`src/rtl/tdc_pkg.sv`:
```
// Shared sizing, types and helpers for the TDC thermometer decoder.
package tdc_pkg;

  localparam int NTDC  = 64;
  localparam int IDX_W = $clog2(NTDC);

  typedef logic [NTDC-1:0]  tdc_vec_t;
  typedef logic [IDX_W-1:0] tdc_idx_t;

  function automatic logic maj3(input logic a, input logic b, input logic c);
    return (a & b) | (a & c) | (b & c);
  endfunction

endpackage

```
`src/rtl/tdc_edge_finder.sv`:
```
// Combinational priority encoder: lowest index k>=1 where vec steps from ~pol to pol.
module tdc_edge_finder
  import tdc_pkg::*;
(
  input  tdc_vec_t vec,
  input  logic     pol,
  output tdc_idx_t idx,
  output logic     found
);

  // Scan downwards so the lowest matching transition is the one that sticks.
  always_comb begin
    idx   = '0;
    found = 1'b0;
    for (int k = NTDC - 1; k >= 1; k--) begin
      if ((vec[k-1] != pol) && (vec[k] == pol)) begin
        idx   = tdc_idx_t'(k);
        found = 1'b1;
      end else begin
        idx   = idx;
        found = found;
      end
    end
  end

endmodule

```
`src/rtl/tdc_decoder.sv`:
```
// TDC thermometer decoder: capture, bubble correction, edge location, then
// phase output, half-period IIR averager and saturating edge-miss counter.
module tdc_decoder
  import tdc_pkg::*;
#(
  parameter int AVG_SHIFT = 3
)
(
  input  logic       ref_clk,
  input  logic       rst_n,
  input  logic       tdc_en,
  input  logic       avg_clr,
  input  tdc_vec_t   sampled_tdc,
  output tdc_idx_t   phase_code,
  output logic       phase_valid,
  output logic [6:0] period_est,
  output logic       period_valid,
  output logic       no_edge,
  output logic [7:0] miss_cnt
);

  localparam int AVG_W = IDX_W + AVG_SHIFT;

  tdc_vec_t          s0_vec_r;
  logic              v0_r;
  tdc_vec_t          corr_s;
  tdc_vec_t          c1_r;
  logic              v1_r;
  tdc_idx_t          rise_s;
  tdc_idx_t          fall_s;
  logic              rise_found_s;
  logic              fall_found_s;
  tdc_idx_t          rise_r;
  tdc_idx_t          fall_r;
  logic              rise_found_r;
  logic              fall_found_r;
  logic              v2_r;

  tdc_idx_t          hp_s;
  logic [AVG_W-1:0]  avg_upd_s;
  logic [AVG_W-1:0]  avg_nxt_s;
  logic              seeded_nxt_s;
  logic [AVG_W-1:0]  avg_r;
  logic              seeded_r;
  tdc_idx_t          phase_code_r;
  logic              phase_valid_r;
  logic [6:0]        period_est_r;
  logic              no_edge_r;
  logic [7:0]        miss_cnt_r;

  // Majority-of-three across neighbours removes single-cell bubbles.
  always_comb begin
    corr_s = s0_vec_r;
    for (int n = 1; n <= NTDC - 2; n++) begin
      corr_s[n] = maj3(s0_vec_r[n-1], s0_vec_r[n], s0_vec_r[n+1]);
    end
  end

  tdc_edge_finder u_rise (
    .vec   (c1_r),
    .pol   (1'b1),
    .idx   (rise_s),
    .found (rise_found_s)
  );

  tdc_edge_finder u_fall (
    .vec   (c1_r),
    .pol   (1'b0),
    .idx   (fall_s),
    .found (fall_found_s)
  );

  // Pipeline stages S0 (capture), S1 (corrected vector) and S2 (edge indices).
  always_ff @(posedge ref_clk or negedge rst_n) begin
    if (!rst_n) begin
      s0_vec_r     <= '0;
      v0_r         <= 1'b0;
      c1_r         <= '0;
      v1_r         <= 1'b0;
      rise_r       <= '0;
      fall_r       <= '0;
      rise_found_r <= 1'b0;
      fall_found_r <= 1'b0;
      v2_r         <= 1'b0;
    end else begin
      v0_r <= tdc_en;
      if (tdc_en) begin
        s0_vec_r <= sampled_tdc;
      end else begin
        s0_vec_r <= s0_vec_r;
      end
      c1_r         <= corr_s;
      v1_r         <= v0_r;
      rise_r       <= rise_s;
      fall_r       <= fall_s;
      rise_found_r <= rise_found_s;
      fall_found_r <= fall_found_s;
      v2_r         <= v1_r;
    end
  end

  // Averager next state; the first valid half-period seeds avg at steady-state scale.
  always_comb begin
    if (rise_r > fall_r) begin
      hp_s = rise_r - fall_r;
    end else begin
      hp_s = fall_r - rise_r;
    end

    if (seeded_r) begin
      avg_upd_s = avg_r - (avg_r >> AVG_SHIFT) + AVG_W'(hp_s);
    end else begin
      avg_upd_s = AVG_W'(hp_s) << AVG_SHIFT;
    end

    if (avg_clr) begin
      avg_nxt_s    = '0;
      seeded_nxt_s = 1'b0;
    end else if (v2_r && rise_found_r && fall_found_r) begin
      avg_nxt_s    = avg_upd_s;
      seeded_nxt_s = 1'b1;
    end else begin
      avg_nxt_s    = avg_r;
      seeded_nxt_s = seeded_r;
    end
  end

  // S3 registered outputs, averager state and miss counter.
  always_ff @(posedge ref_clk or negedge rst_n) begin
    if (!rst_n) begin
      avg_r         <= '0;
      seeded_r      <= 1'b0;
      phase_code_r  <= '0;
      phase_valid_r <= 1'b0;
      period_est_r  <= 7'd0;
      no_edge_r     <= 1'b0;
      miss_cnt_r    <= 8'd0;
    end else begin
      avg_r         <= avg_nxt_s;
      seeded_r      <= seeded_nxt_s;
      period_est_r  <= 7'(avg_nxt_s >> (AVG_SHIFT - 1));
      phase_valid_r <= v2_r & rise_found_r;
      no_edge_r     <= v2_r & ~rise_found_r;
      if (v2_r && rise_found_r) begin
        phase_code_r <= rise_r;
      end else begin
        phase_code_r <= phase_code_r;
      end
      if (v2_r && !rise_found_r && (miss_cnt_r != 8'd255)) begin
        miss_cnt_r <= miss_cnt_r + 8'd1;
      end else begin
        miss_cnt_r <= miss_cnt_r;
      end
    end
  end

  assign phase_code   = phase_code_r;
  assign phase_valid  = phase_valid_r;
  assign period_est   = period_est_r;
  assign period_valid = seeded_r;
  assign no_edge      = no_edge_r;
  assign miss_cnt     = miss_cnt_r;

endmodule

```
`config.mk`:
```
export PLATFORM = sky130hd
export DESIGN_NAME = tdc_decoder
export DESIGN_NICKNAME = d
export VERILOG_FILES = /design/src/rtl/tdc_pkg.sv /design/src/rtl/tdc_edge_finder.sv /design/src/rtl/tdc_decoder.sv
export SDC_FILE = /design/constraint.sdc
export NUM_CORES = 1
export LEC_CHECK = 0
export ABC_CLOCK_PERIOD_IN_PS = 4600
export CORE_MARGIN = 1
export CORE_UTILIZATION = 45
export CTS_CLUSTER_SIZE = 25
export DETAILED_ROUTE_END_ITERATION = 7
export PLACE_DENSITY = 0.71
export SLEW_MARGIN = 20
export SYNTH_ARGS = -nofsm -noshare
export SYNTH_HDL_FRONTEND = slang
export SYNTH_SLANG_ARGS = --single-unit
```
`constraint.sdc`:
```
create_clock -name ref_clk -period 4.6 [get_ports ref_clk]
set_clock_uncertainty 0.15 [all_clocks]
set_input_delay 1.15 -clock ref_clk [delete_from_list [all_inputs] [get_ports ref_clk]]
set_output_delay 1.15 -clock ref_clk [all_outputs]
set_load 0.02 [all_outputs]
```
# == Word level (Yosys, flattened, before mapping) ==
# Index checks and enable logic that the tools add are counted.
# op_classes
n_reduce_logical,132
muxes,258
n_bitwise,316
n_addsub,5
n_lt_le_gt_ge,1
n_eq_ne,1
# op_table
cell,n
6-bit 2-to-1 mux,127
1-bit logical AND,130
1-bit 2-to-1 mux,128
1-bit bitwise AND,127
1-bit OR,124
1-bit NOT,65
9-bit 2-to-1 mux,3
6-bit subtractor,2
9-bit by 6-bit adder with 9-bit output,1
9-bit by 6-bit subtractor with 9-bit output,1
8-bit by 1-bit adder with 8-bit output (second input constant),1
8-bit inequality test (second input constant),1
6-bit > comparator,1
2-bit nonzero test,1
1-bit zero test,1
# totals
output_inout_bits,24
regBits,171
elab_cells,729
inputBits,68

# == Logic depth before layout (Yosys ltp) ==
# depth
ltp_word,65
depth_mapped,21
depth_no_buf,20

# == Cells and area by module ==
# A second synthesis with hierarchy kept.
# hier_totals
hier_cells,1498
hier_area_um2,13210.2
# by_module_without_submodules
module,instances,area_each_um2,cells_per_inst,seq_area_each_um2
tdc_decoder,1,7146.9,512,4279.1
tdc_edge_finder,2,3031.7,493,0.0

# == Worst setup path before layout ==
# Ideal clock, no wire load.
# synth_timing
kind,reg-to-reg
start,register rise_r[0]
end,"register period_est_r[6], in the netlist period_est[6]"
setup_slack_ns,0.237
setup_time_ns,0.082
stages_incl_launch_ff,22
arrival_ns,4.131
period_less_slack_ns,4.363
t_required_ns,4.368
path_cell_list,dfrtp_1 -> inv_1 -> ha_1 -> inv_1 -> fa_1 -> nand3_1 -> a21oi_1 -> o31a_1 -> buf_6 -> mux2_4 -> o21a_1 -> o21ai_1 -> xor2_1 -> fa_1 -> ha_1 -> nand3_1 -> o211ai_1 -> nor3_1 -> o21bai_1 -> xnor2_1 -> mux2_2 -> a31oi_1
# synth_via
elab_chain_len,6
# synth_rtl
item,line_no,source
"start, declared",tdc_decoder.sv:33,tdc_idx_t rise_r;
"start signal, assigned",tdc_decoder.sv:94,rise_r <= rise_s;
"6-bit subtractor, or another cell as far along",tdc_decoder.sv:107,hp_s = fall_r - rise_r;
6-bit 2-to-1 mux *,tdc_decoder.sv:104,if (rise_r > fall_r) begin
9-bit by 6-bit adder with 9-bit output,tdc_decoder.sv:111,avg_upd_s = avg_r - (avg_r >> AVG_SHIFT) + AVG_W'(hp_s);
9-bit 2-to-1 mux *,tdc_decoder.sv:110,if (seeded_r) begin
9-bit 2-to-1 mux *,tdc_decoder.sv:119,end else if (v2_r && rise_found_r && fall_found_r) begin
9-bit 2-to-1 mux *,tdc_decoder.sv:116,if (avg_clr) begin
"end signal, assigned",tdc_decoder.sv:141,period_est_r <= 7'(avg_nxt_s >> (AVG_SHIFT - 1));
"end, declared",tdc_decoder.sv:47,logic [6:0] period_est_r;
# Every way passes the cells marked *; elsewhere a longest branch is shown, timed or not. The select of a mux whose other input is x is not followed.
# A chain may end at the register's enable or synchronous reset.

# == Worst setup path after layout ==
# Same ends and word-level chain as after synthesis.

==> run summary <==
status: complete, but fails checks
failing checks: negative setup slack
final hold vios: 0
largest net degree at the start of global routing: 95
final setup margin: -0.0701 ns
Slowest-stage cell, CP: fa_1
Ys Warns: 0
Top Metal Used: met4
root buf cell: clkbuf_16
Max VDD drop: 404 µV
maximum root-to-sink buffer count: 2
first-pass GRT wire length: 34.2 mm
ANT nets after route: 0
minimum hold slack: 0.210 ns
DRC viols: 0
syn nets: 1059
R2R Path Start: rise_r[0]
Die Ht: 149 µm
r2r worst-path depth: 20
area grow syn2layout: 18.3%
reg2reg end: period_est[6]
worst setup path start: rise_r[0]
hold depth: 0
vias in the first global route: 7028
Starting Density: 0.460
Routed WL: 19.9 mm
slowest stage delay, CP: 0.48 ns
Mapped Area: 9700 µm²
# rows: 53
synthesized instance count: 962
maxcap violations: 0
Detailed Place HPWL: 14.6 mm
Setup CP Type: reg2reg
met3 WL post-DR: 706 µm
CP delay by family, top: compound AO/OA/AOI/OAI gates
DR WL/cell: 14.9 µm
Max transition margin: 0.475
Worst-path clk slew: 0.07 ns
Leak Pwr: 4.65 nW
crit-path cells: inv_2 -> ha_4 -> inv_2 -> fa_2 -> nand3_2 -> a21oi_2 -> o31a_1 -> mux2_4 -> o21a_1 -> o21ai_2 -> xor2_1 -> fa_1 -> ha_4 -> nand3_2 -> o211ai_1 -> nor3_2 -> o21bai_1 -> xnor2_1 -> mux2_2 -> a31oi_1
total I/O pin count: 92
asr flop ratio synth: 1.00
top_reg_cell synth: dfrtp_1
worst reg2reg setup slack: -0.07 ns
Final Setup Violations: 1
total gr overflow: 0
die width: 149 µm
H-tree depth: 4
switching share of power: 0.372
CP required: 4.78 ns
worst-margin pin slew: 0.777 ns
total number of vias: 7365
NetSw: 2.39 mW
Critical Path AT: 4.85 ns
clock power share: 0.228
Distinct cells, synth: 80
Max Slew Vio Count: 0
part of the power in combinational logic: 0.463
clock tree sinks: 171
DRT iter0 DRCs: 468
CTS tree: built
Util after Layout: 0.544
CP Capture Point: period_est[6]
RSZ-0062 raised after global routing: true
number of synthesized register bits: 171
number of synthesized flops with an enable pin: 0
largest fanout on the critical path: 4
drt first pass iters: 6
CP Depth: 20
Seq pwr share: 0.309
ant diodes: 0
CP Capture Type: flip-flop
total chip power: 6.44 mW
Vias/cell: 5.54
post-layout minimum cycle time: 4.67 ns
number of port buffers: 91
Pint: 4.05 mW
Hold Path Class: reg2reg
Clk Latency, worst-skew pair: 0.42 ns
most common cell after layout, fill and taps aside: dfrtp_1
sequential cell area fraction in the yosys report: 0.441
die area: 22100 µm²
Final nets: 1138
Core ar.: 21100 µm²
Power Dens Cells: 561 nW/µm²
commonest non-fill, non-tap cells in the layout: dfrtp_1 (171), clkdlybuf4s50_1 (89), mux2_2 (68)
share of layout cells above drive strength 1: 0.124
TritonCTS buffer count: 17
Metal-1 WL: 9.42 mm
startpoint types: flip-flop
GPL Wtd Cong: 0.920
CTS Hold Buffers Added: 0
GRT Util Overall: 0.192
Final period util: 1.02
Worst Path Buf+Inv: 2
initial antenna violation count: 0
Post-Synthesis Mean Instance Area: 10.1 µm²
wire length on met2: 9.34 mm
Max Fclk: 214 MHz
## flip-flops by register name, indices dropped and copies added (netlist names)
register	cells
period_valid	1
fall_found_r	1
c1_r	64
v2_r	1
v0_r	1
phase_code	6
period_est	7
rise_r	6
no_edge	1
v1_r	1
phase_valid	1
s0_vec_r	64
rise_found_r	1
avg_r	2
fall_r	6
miss_cnt	8
## stage by stage
stage / instances / setup WS, ns / area (µm²) / setup TNS [ns]
6_report: 1329 / -0.0701 / 11500 / -0.0701
2_1_floorplan: 962 / 0.237 / 9700 / 0
3_3_place_gp: 1294 / 0.128 / 10800 / 0
5_1_grt: 1329 / -0.319 / 11500 / -0.514
4_1_cts: 1326 / 0.000133 / 11400 / 0
3_5_place_dp: 1294 / 0.0257 / 10800 / 0
## power by group through the flow
stage / Sequential [mW] / Clock [mW] / Combinational [mW]
6_report: 1.99 / 1.47 / 2.98
5_1_grt: 2.03 / 1.58 / 3.34
4_1_cts: 1.98 / 1.52 / 2.72
3_5_place_dp: 2.01 / 0 / 2.69
3_3_place_gp: 2.00 / 0 / 2.65
2_1_floorplan: 1.91 / 0 / 2.20
## Yosys cell counts (all sizes together), types with 8 or more instances
master     n  area [µm²]
nand2b    31         194
nand3     22         110
nor2b     46         288
nand2     66         248
buf       14         104
ha        21         263
a2111oi    8        77.6
xnor2     12         113
dfrtp    171        4280
nor4      14        87.6
a211oi    11        87.6
a21oi     51         259
mux2      69         781
inv       63         236
nor3      15        75.1
clkbuf    23        87.6
nor2      65         244
maj3      62         621
fa         8         160
a31oi      9        56.3
nand4     13        87.6
o21ai     49         245
o211ai     9        67.6
## layer usage
| layer | track usage | up-vias |
|---|---|---|
| met4 | 0.0684 | 0 |
| li1 | - | 3631 |
| met2 | 0.303 | 170 |
| met1 | 0.267 | 3536 |
| met5 | 0 | - |
| met3 | 0.0339 | 28 |
## how the worst min path moves through the flow
stage | startpoint | to | slack [ns]
2_1_floorplan | v0_r | v1_r | 0.18
3_3_place_gp | v0_r | v1_r | 0.18
3_5_place_dp | v1_r | v2_r | 0.19
4_1_cts | v0_r | v1_r | 0.21
5_1_grt | v0_r | v1_r | 0.23
6_report | v0_r | v1_r | 0.21
## logic make-up after synthesis
kind of cell | share of synthesized area
AO/OA/AOI/OAI | 0.152
AND/OR/NAND/NOR | 0.154
XOR/XNOR | 0.0170
adder cells (fa/ha/maj) | 0.108
multiplexers | 0.0836
flip-flops | 0.441
buffers and inverters | 0.0441
## what timing repair did
item,4_1_cts,5_1_grt
resized for setup,0,12
setup endpoints to repair,0,3
setup buffers,0,3
## layout make-up
type	count	area, µm²
flip-flops and latches	171	4280
well taps	275	344
clock buffers	20	447
fillers	1902	9610
multi-input cells	691	5040
repair buffers	97	965
clock inverters	12	161
inverters	63	236
(Power assumes the default switching activity.)
